[src/rtl/gcd_arbiter.sv]
// Round-robin arbiter sharing one iterative GCD engine among N requesters.
// Latency: zero-operand job acks the cycle after grant; engine job acks one cycle after eng_done.
// Backpressure: req is level-held until its ack; one job in flight, others wait for the next IDLE.
module gcd_arbiter #(
   parameter int N       = 2,
   parameter int W       = 8,
   parameter int TIMEOUT = 255
) (
   input  logic                 clk,
   input  logic                 rst,
   input  logic [N-1:0]         req,
   input  logic [N*W-1:0]       a_in,
   input  logic [N*W-1:0]       b_in,
   output logic [N-1:0]         ack,
   output logic [W-1:0]         resp_data,
   output logic                 resp_err,
   output logic [$clog2(N)-1:0] resp_id,
   output logic                 busy,
   output logic                 eng_start,
   output logic [W-1:0]         eng_a,
   output logic [W-1:0]         eng_b,
   input  logic                 eng_done,
   input  logic [W-1:0]         eng_result
);

   localparam int IW = $clog2(N);
   localparam logic [N-1:0] ONE_HOT0 = N'(1);

   typedef enum logic [1:0] {S_IDLE, S_ISSUE, S_WAIT, S_RESP} state_t;

   state_t         state_q, state_d;
   logic [IW-1:0]  ptr_q, ptr_d;
   logic [IW-1:0]  id_q, id_d;
   logic [W-1:0]   a_q, a_d;
   logic [W-1:0]   b_q, b_d;
   logic [15:0]    wd_q, wd_d;
   logic [N-1:0]   ack_q, ack_d;
   logic [W-1:0]   resp_data_q, resp_data_d;
   logic           resp_err_q, resp_err_d;
   logic [IW-1:0]  resp_id_q, resp_id_d;
   logic           eng_start_q, eng_start_d;
   logic           busy_q, busy_d;

   logic           gnt_vld;
   logic [IW-1:0]  gnt_idx;
   logic [W-1:0]   gnt_a;
   logic [W-1:0]   gnt_b;

   // Round-robin pick: first asserted req at or after ptr, wrapping modulo N.
   always_comb begin
      gnt_vld = 1'b0;
      gnt_idx = '0;
      for (int i = 0; i < N; i++) begin
         int j;
         j = int'(ptr_q) + i;
         if (j >= N) j = j - N;
         if (!gnt_vld && req[j]) begin
            gnt_vld = 1'b1;
            gnt_idx = IW'(j);
         end
      end
      gnt_a = a_in[gnt_idx*W +: W];
      gnt_b = b_in[gnt_idx*W +: W];
   end

   // Next-state and registered-output values; outputs default to idle/zero every cycle.
   always_comb begin
      state_d     = state_q;
      ptr_d       = ptr_q;
      id_d        = id_q;
      a_d         = a_q;
      b_d         = b_q;
      wd_d        = wd_q;
      ack_d       = '0;
      resp_data_d = '0;
      resp_err_d  = 1'b0;
      resp_id_d   = '0;
      eng_start_d = 1'b0;
      unique case (state_q)
         S_IDLE: begin
            wd_d = '0;
            if (gnt_vld) begin
               id_d  = gnt_idx;
               a_d   = gnt_a;
               b_d   = gnt_b;
               ptr_d = (gnt_idx == IW'(N-1)) ? '0 : gnt_idx + IW'(1);
               if (gnt_a == '0 || gnt_b == '0) begin
                  // Trivial job: gcd(0,x)=x, answered without the engine.
                  state_d     = S_RESP;
                  ack_d       = ONE_HOT0 << gnt_idx;
                  resp_data_d = (gnt_a == '0) ? gnt_b : gnt_a;
                  resp_id_d   = gnt_idx;
               end else begin
                  state_d     = S_ISSUE;
                  eng_start_d = 1'b1;
               end
            end
         end
         S_ISSUE: begin
            wd_d    = '0;
            state_d = S_WAIT;
         end
         S_WAIT: begin
            wd_d = wd_q + 16'd1;
            // eng_done takes priority over a watchdog expiry in the same cycle.
            if (eng_done) begin
               state_d     = S_RESP;
               ack_d       = ONE_HOT0 << id_q;
               resp_data_d = eng_result;
               resp_id_d   = id_q;
            end else if (wd_q + 16'd1 == 16'(TIMEOUT)) begin
               state_d     = S_RESP;
               ack_d       = ONE_HOT0 << id_q;
               resp_err_d  = 1'b1;
               resp_id_d   = id_q;
            end
         end
         S_RESP: begin
            state_d = S_IDLE;
         end
         default: state_d = S_IDLE;
      endcase
      busy_d = (state_d != S_IDLE);
   end

   // State and output registers; reset drops any in-flight job silently.
   always_ff @(posedge clk or negedge rst) begin
      if (!rst) begin
         state_q     <= S_IDLE;
         ptr_q       <= '0;
         id_q        <= '0;
         a_q         <= '0;
         b_q         <= '0;
         wd_q        <= '0;
         ack_q       <= '0;
         resp_data_q <= '0;
         resp_err_q  <= 1'b0;
         resp_id_q   <= '0;
         eng_start_q <= 1'b0;
         busy_q      <= 1'b0;
      end else begin
         state_q     <= state_d;
         ptr_q       <= ptr_d;
         id_q        <= id_d;
         a_q         <= a_d;
         b_q         <= b_d;
         wd_q        <= wd_d;
         ack_q       <= ack_d;
         resp_data_q <= resp_data_d;
         resp_err_q  <= resp_err_d;
         resp_id_q   <= resp_id_d;
         eng_start_q <= eng_start_d;
         busy_q      <= busy_d;
      end
   end

   assign ack       = ack_q;
   assign resp_data = resp_data_q;
   assign resp_err  = resp_err_q;
   assign resp_id   = resp_id_q;
   assign busy      = busy_q;
   assign eng_start = eng_start_q;
   assign eng_a     = a_q;
   assign eng_b     = b_q;

endmodule
[config.mk]
export PLATFORM = sky130hd
export DESIGN_NAME = gcd_arbiter
export DESIGN_NICKNAME = d
export VERILOG_FILES = /design/src/rtl/gcd_arbiter.sv
export SDC_FILE = /design/constraint.sdc
export NUM_CORES = 1
export LEC_CHECK = 0
export CORE_MARGIN = 2
export CORE_UTILIZATION = 35
export DETAILED_ROUTE_END_ITERATION = 10
export PLACE_DENSITY = 0.64
export SLEW_MARGIN = 10
export SYNTH_ARGS = -nofsm -noshare
export SYNTH_HDL_FRONTEND = slang
export SYNTH_SLANG_ARGS = --single-unit
[constraint.sdc]
create_clock -name clk -period 3.7 [get_ports clk]
set_clock_uncertainty 0.1 [all_clocks]
set_input_delay 0.74 -clock clk [delete_from_list [all_inputs] [get_ports clk]]
set_output_delay 0.74 -clock clk [all_outputs]
set_load 0.02 [all_outputs]
[Word-level counts from Yosys, hierarchy flattened]
Index checks and enable logic that the tools add are counted.
Operators by class
  reduce and logical (&&, ||, !) cells: 10
  muxes and demuxes: 40
  $add $sub $neg: 5
  shift-type cells: 4
  equality and inequality tests: 4
  order comparisons: 4
Operators with widths (count)
  $lt 32x3->1 const B: 2
  $mux 32: 2
  $mux 8: 4
  $pmux 16 s2: 1
  $shiftx 16x5->8: 2
  $mux 1: 21
  $add 16x1->16 const B: 1
  $eq 16x8->1 const B: 1
  $logic_not 8->1: 2
  $mux 2: 8
  $pmux 8 s2: 1
  $pmux 2 s4: 1
  $eq 2x2->1 const B: 2
  $pmux 2 s2: 1
  $reduce_bool 2->1: 2
  $shl 1x1->2 const A: 2
  $sub 1x2->3 const B: 1
  $sub 2x2->3 const B: 1
  $add 1x1->2 const B: 1
  $eq 2x1->1 const B: 1
  $ge 1x2->1 const B: 1
  $ge 2x2->1 const B: 1
  $logic_not 2->1: 1
  $pmux 1 s2: 1
  other kinds (6): 6
Word-level totals
  word-level logic and storage cells: 79
  output and inout port bits: 30
  register bits after elaboration: 50

[Depth between registers and ports, before layout]
  depth in word-level cells: 16
  gate-level depth with buffers: 8
  gate-level depth less buffers: 7

[Least setup slack after synthesis]
No wires, ideal clock.
  path type: input -> register
  start point: input port a_in[6]
  end point: register resp_data_q[0], in the netlist resp_data[0]
  stages on the path: 6
  data arrival time: 2.260 ns
  library setup time: 0.065 ns
  buffers on the path: 0
  setup slack: 1.274 ns
  path through: or4_4 > a2111oi_4 > a31oi_2 > or2_1 > a21oi_2 > a22o_1
On the way
  cells in the longest elaborated chain, start to end: 6
RTL lines
  from (decl): RTL line 12  | input logic [N*W-1:0] a_in,
  $shiftx 16x5->8 (*): RTL line 62  | gnt_a = a_in[gnt_idx*W +: W];
  $logic_not 8->1 (*): RTL line 87, 91
  $mux 8 or $logic_or 1x1->1 (tied branches): RTL line 91, 87
  $mux 8 (*): RTL line 87  | if (gnt_a == '0 || gnt_b == '0) begin
  $mux 8 (*): RTL line 82  | if (gnt_vld) begin
  $pmux 8 s2 (*): RTL line 79  | unique case (state_q)
  net resp_data_d[0]: RTL line 38  | logic [W-1:0] resp_data_q, resp_data_d;
  to (signal assigned): RTL line 149  | resp_data_q <= resp_data_d;
  to (decl): RTL line 38
Mark *: on every way through the listed nets, which the timed path passes. The rest lies on a longest branch.
A chain may end at the register's enable or synchronous reset.

[Final worst setup path]
  start point: input port a_in[6]
  end point: register resp_data_q[5], in the netlist resp_data[5]
Same word-level chain as after synthesis.

==> results.ini <==
[outcome]
outcome=finished clean

[floorplan]
fp.dieH_um=93.9
core_region_area_um2=7770
die-area_um2=8810
initial_core_util_pct=36.4
boundaryPins=75
rows=32
die_w_um=93.9

[grt]
grt_pass1_vias=2568
grt_max_degree=32
grt_pass1_wl_um=12600
grt_remaining_overflow=0
antenna_found_initial=0
grt_usage_pct=17.8

[min_path]
hp-class=in -> async

[layout]
syn2layout_area_growth_pct=31.7
fill_cells=768
nets=420
antennaDiodeCount=0
multi_input_area_um2=1470
ff_latch_area_um2=1230
fin_util_pct=47.9
drive_gt1_share_pct=8.36

[sta]
period_share_pct=74.7
setup_slack_ps=937
hold_viol=0
slew_headroom_pct=33.7
fin_tns_setup_ps=0
rsz0062_at_grt=false
fmax_ghz=0.362
drv_slew=0
setup_violations=0
min_period_ps=2760
worstMarginPinSlew_ps=995

[placement]
dpl_worst_slack_ps=591
io_buffers=74
gp_congestion=0.856
dp.final_hpwl_um=5560

[synthesis]
seq_area_frac_synth_pct=43.4
synth_edf_count=0
syn_area_per_cell_um2=9.30
synth_warnings=0
syn-num-nets=354
ys_ff_latch=49
yosysUniqueCellTypes=55
synth-async-reset-ratio_pct=100
netlist_area_um2=2830
synth-main-ff-cell=dfrtp_1
syn-instance-count=304

[pwr]
p_switching_mw=0.806
power_leakage_nw=1.53
p_seq_share_pct=38.0
p_sw_share_pct=39.6
power_density_nw_per_um2=546
pwr-share-clk_pct=16.9
p_int_mw=1.23
peakVddDrop_mv=0.294
power_frac_comb_pct=45.1

[route]
ant_nets=0
vias=2495
initialDrtViolationCount=116
drtPass1Iterations=4
wl_per_cell_um=15.2
wl_um=7190
drt_drc_violations_left=0
viasPerCell=5.27

[clock_network]
hold_buffers=0
worstSkewPairLatency_ps=300
cts_buffer_depth=2
cts.sinks=49
cts_inserted_buffers=5
clk_pin_slew_ps=100
cts_resized=0
root_buffer=clkbuf_8
post_cts_buffers=0
cts_tree=built
htree_num_levels=2

[critical_path]
cp.required_ps=3810
critPathKind=in -> reg
r2r-start=wd_q[0]
r2r_setup_slack_ps=1180
startpoint_type=input port
end_kind=register
critical_path_arrival_ps=2870
r2r-end=ack[0]
reg2reg_depth=7
cp_max_fo=6

[run]
maxCapViolations=0

[cell type report]
| type | count | area share, % |
|---|---|---|
| multi-input cells | 226 | 39.4 |
| flip-flops and latches | 49 | 32.9 |
| repair buffers | 78 | 20.6 |
| well taps | 102 | 3.43 |
| clock buffers | 6 | 2.22 |
| inverters | 10 | 1.01 |
| clock inverters | 2 | 0.471 |
[stage by stage]
| stage | instance area [µm²] | hold WS, ps | cells | total power, mW |
|---|---|---|---|---|
| 4_1_cts | 3720 | 380 | 473 | 2.06 |
| 5_1_grt | 3720 | 401 | 473 | 2.18 |
| 6_report | 3720 | 359 | 473 | 2.03 |
| 3_5_place_dp | 3620 | 374 | 465 | 1.70 |
| 2_1_floorplan | 2830 | 344 | 304 | 1.30 |
| 3_3_place_gp | 3620 | 366 | 465 | 1.69 |
[layer usage]
layer | up-vias | global-route usage (%) | wire, µm
met1 | 1161 | 23.9 | 3220
met5 | - | 0 | 0
li1 | 1234 | - | -
met4 | 0 | 4.11 | 84
met3 | 7 | 4.09 | 468
met2 | 93 | 29.2 | 3420
[placed cells by master (no fill, tap or decap), types with 5 or more instances in the layout]
cell             count
inv_1               10
nand3_1              9
nor2_1              16
nand4_1              6
nor3_1               9
o31ai_1              6
clkdlybuf4s50_1     73
nand2_1             49
o21ai_0             34
a211oi_1            10
mux2i_1             17
clkbuf_8             6
a22o_1               7
a21oi_1              8
nor4_1               5
dfrtp_1             49
ha_1                 5
[synthesized netlist by cell type, types with 2 or more instances]
cell type | number | area [µm²]
dfrtp_1 | 49 | 1230
nand2_1 | 49 | 184
o21ai_0 | 34 | 170
mux2i_1 | 17 | 170
nor2_1 | 16 | 60.1
a211oi_1 | 10 | 75.1
clkbuf_1 | 10 | 37.5
inv_1 | 10 | 37.5
nand3_1 | 9 | 45.0
nor3_1 | 9 | 45.0
a21oi_1 | 8 | 40.0
a22o_1 | 7 | 61.3
nand4_1 | 6 | 37.5
o31ai_1 | 6 | 45.0
ha_1 | 5 | 62.6
nor4_1 | 5 | 31.3
and2_1 | 3 | 18.8
buf_4 | 3 | 22.5
or4_1 | 3 | 22.5
xnor2_1 | 3 | 26.3
a2111oi_4 | 2 | 55.1
a21boi_0 | 2 | 15.0
buf_2 | 2 | 10.0
buf_6 | 2 | 22.5
nand2b_1 | 2 | 12.5
nand3b_1 | 2 | 15.0
xor2_1 | 2 | 17.5
[registers in the layout, indices dropped and copies added, names as in the netlist]
name	count
resp_data	8
wd_q	16
ptr_q	1
id_q	1
resp_err	1
eng_start	1
eng_b	8
busy	1
state_q	2
eng_a	8
ack	2
[power by group through the flow]
stage,clock network [mW],registers (mW),logic (mW)
final,0.345,0.772,0.917
after floorplan,0,0.897,0.407
after global routing,0.381,0.790,1.01
after global placement,0,0.779,0.909
after detailed placement,0,0.775,0.929
after CTS,0.359,0.771,0.929
[cell families after synthesis]
logic type	Yosys count	share of synthesized area, %
AO/OA/AOI/OAI	84	21.5
buffers and inverters	29	4.91
XOR/XNOR	5	1.55
AND/OR/NAND/NOR	114	20.1
flip-flops	49	43.4
adder cells (fa/ha/maj)	5	2.21
multiplexers	18	6.42
[how the worst max path moves through the flow]
stage,start,endpoint,slack [ps],cells past startpoint
after floorplan,a_in[6],resp_data[0],1270,6
after global placement,a_in[6],resp_data[5],700,7
after detailed placement,a_in[6],resp_data[5],590,7
after CTS,a_in[6],resp_data[5],920,7
after global routing,a_in[6],resp_data[5],820,7
final,a_in[6],resp_data[5],940,7
[critical path, cell delays in order]
cell             delay, ps
clkdlybuf4s50_1        460
or4_4                  570
a2111oi_4              340
a31oi_2                110
o21ai_2                230
nand2b_2               140
o31ai_1                270
Power figures use the tool's default switching activity.
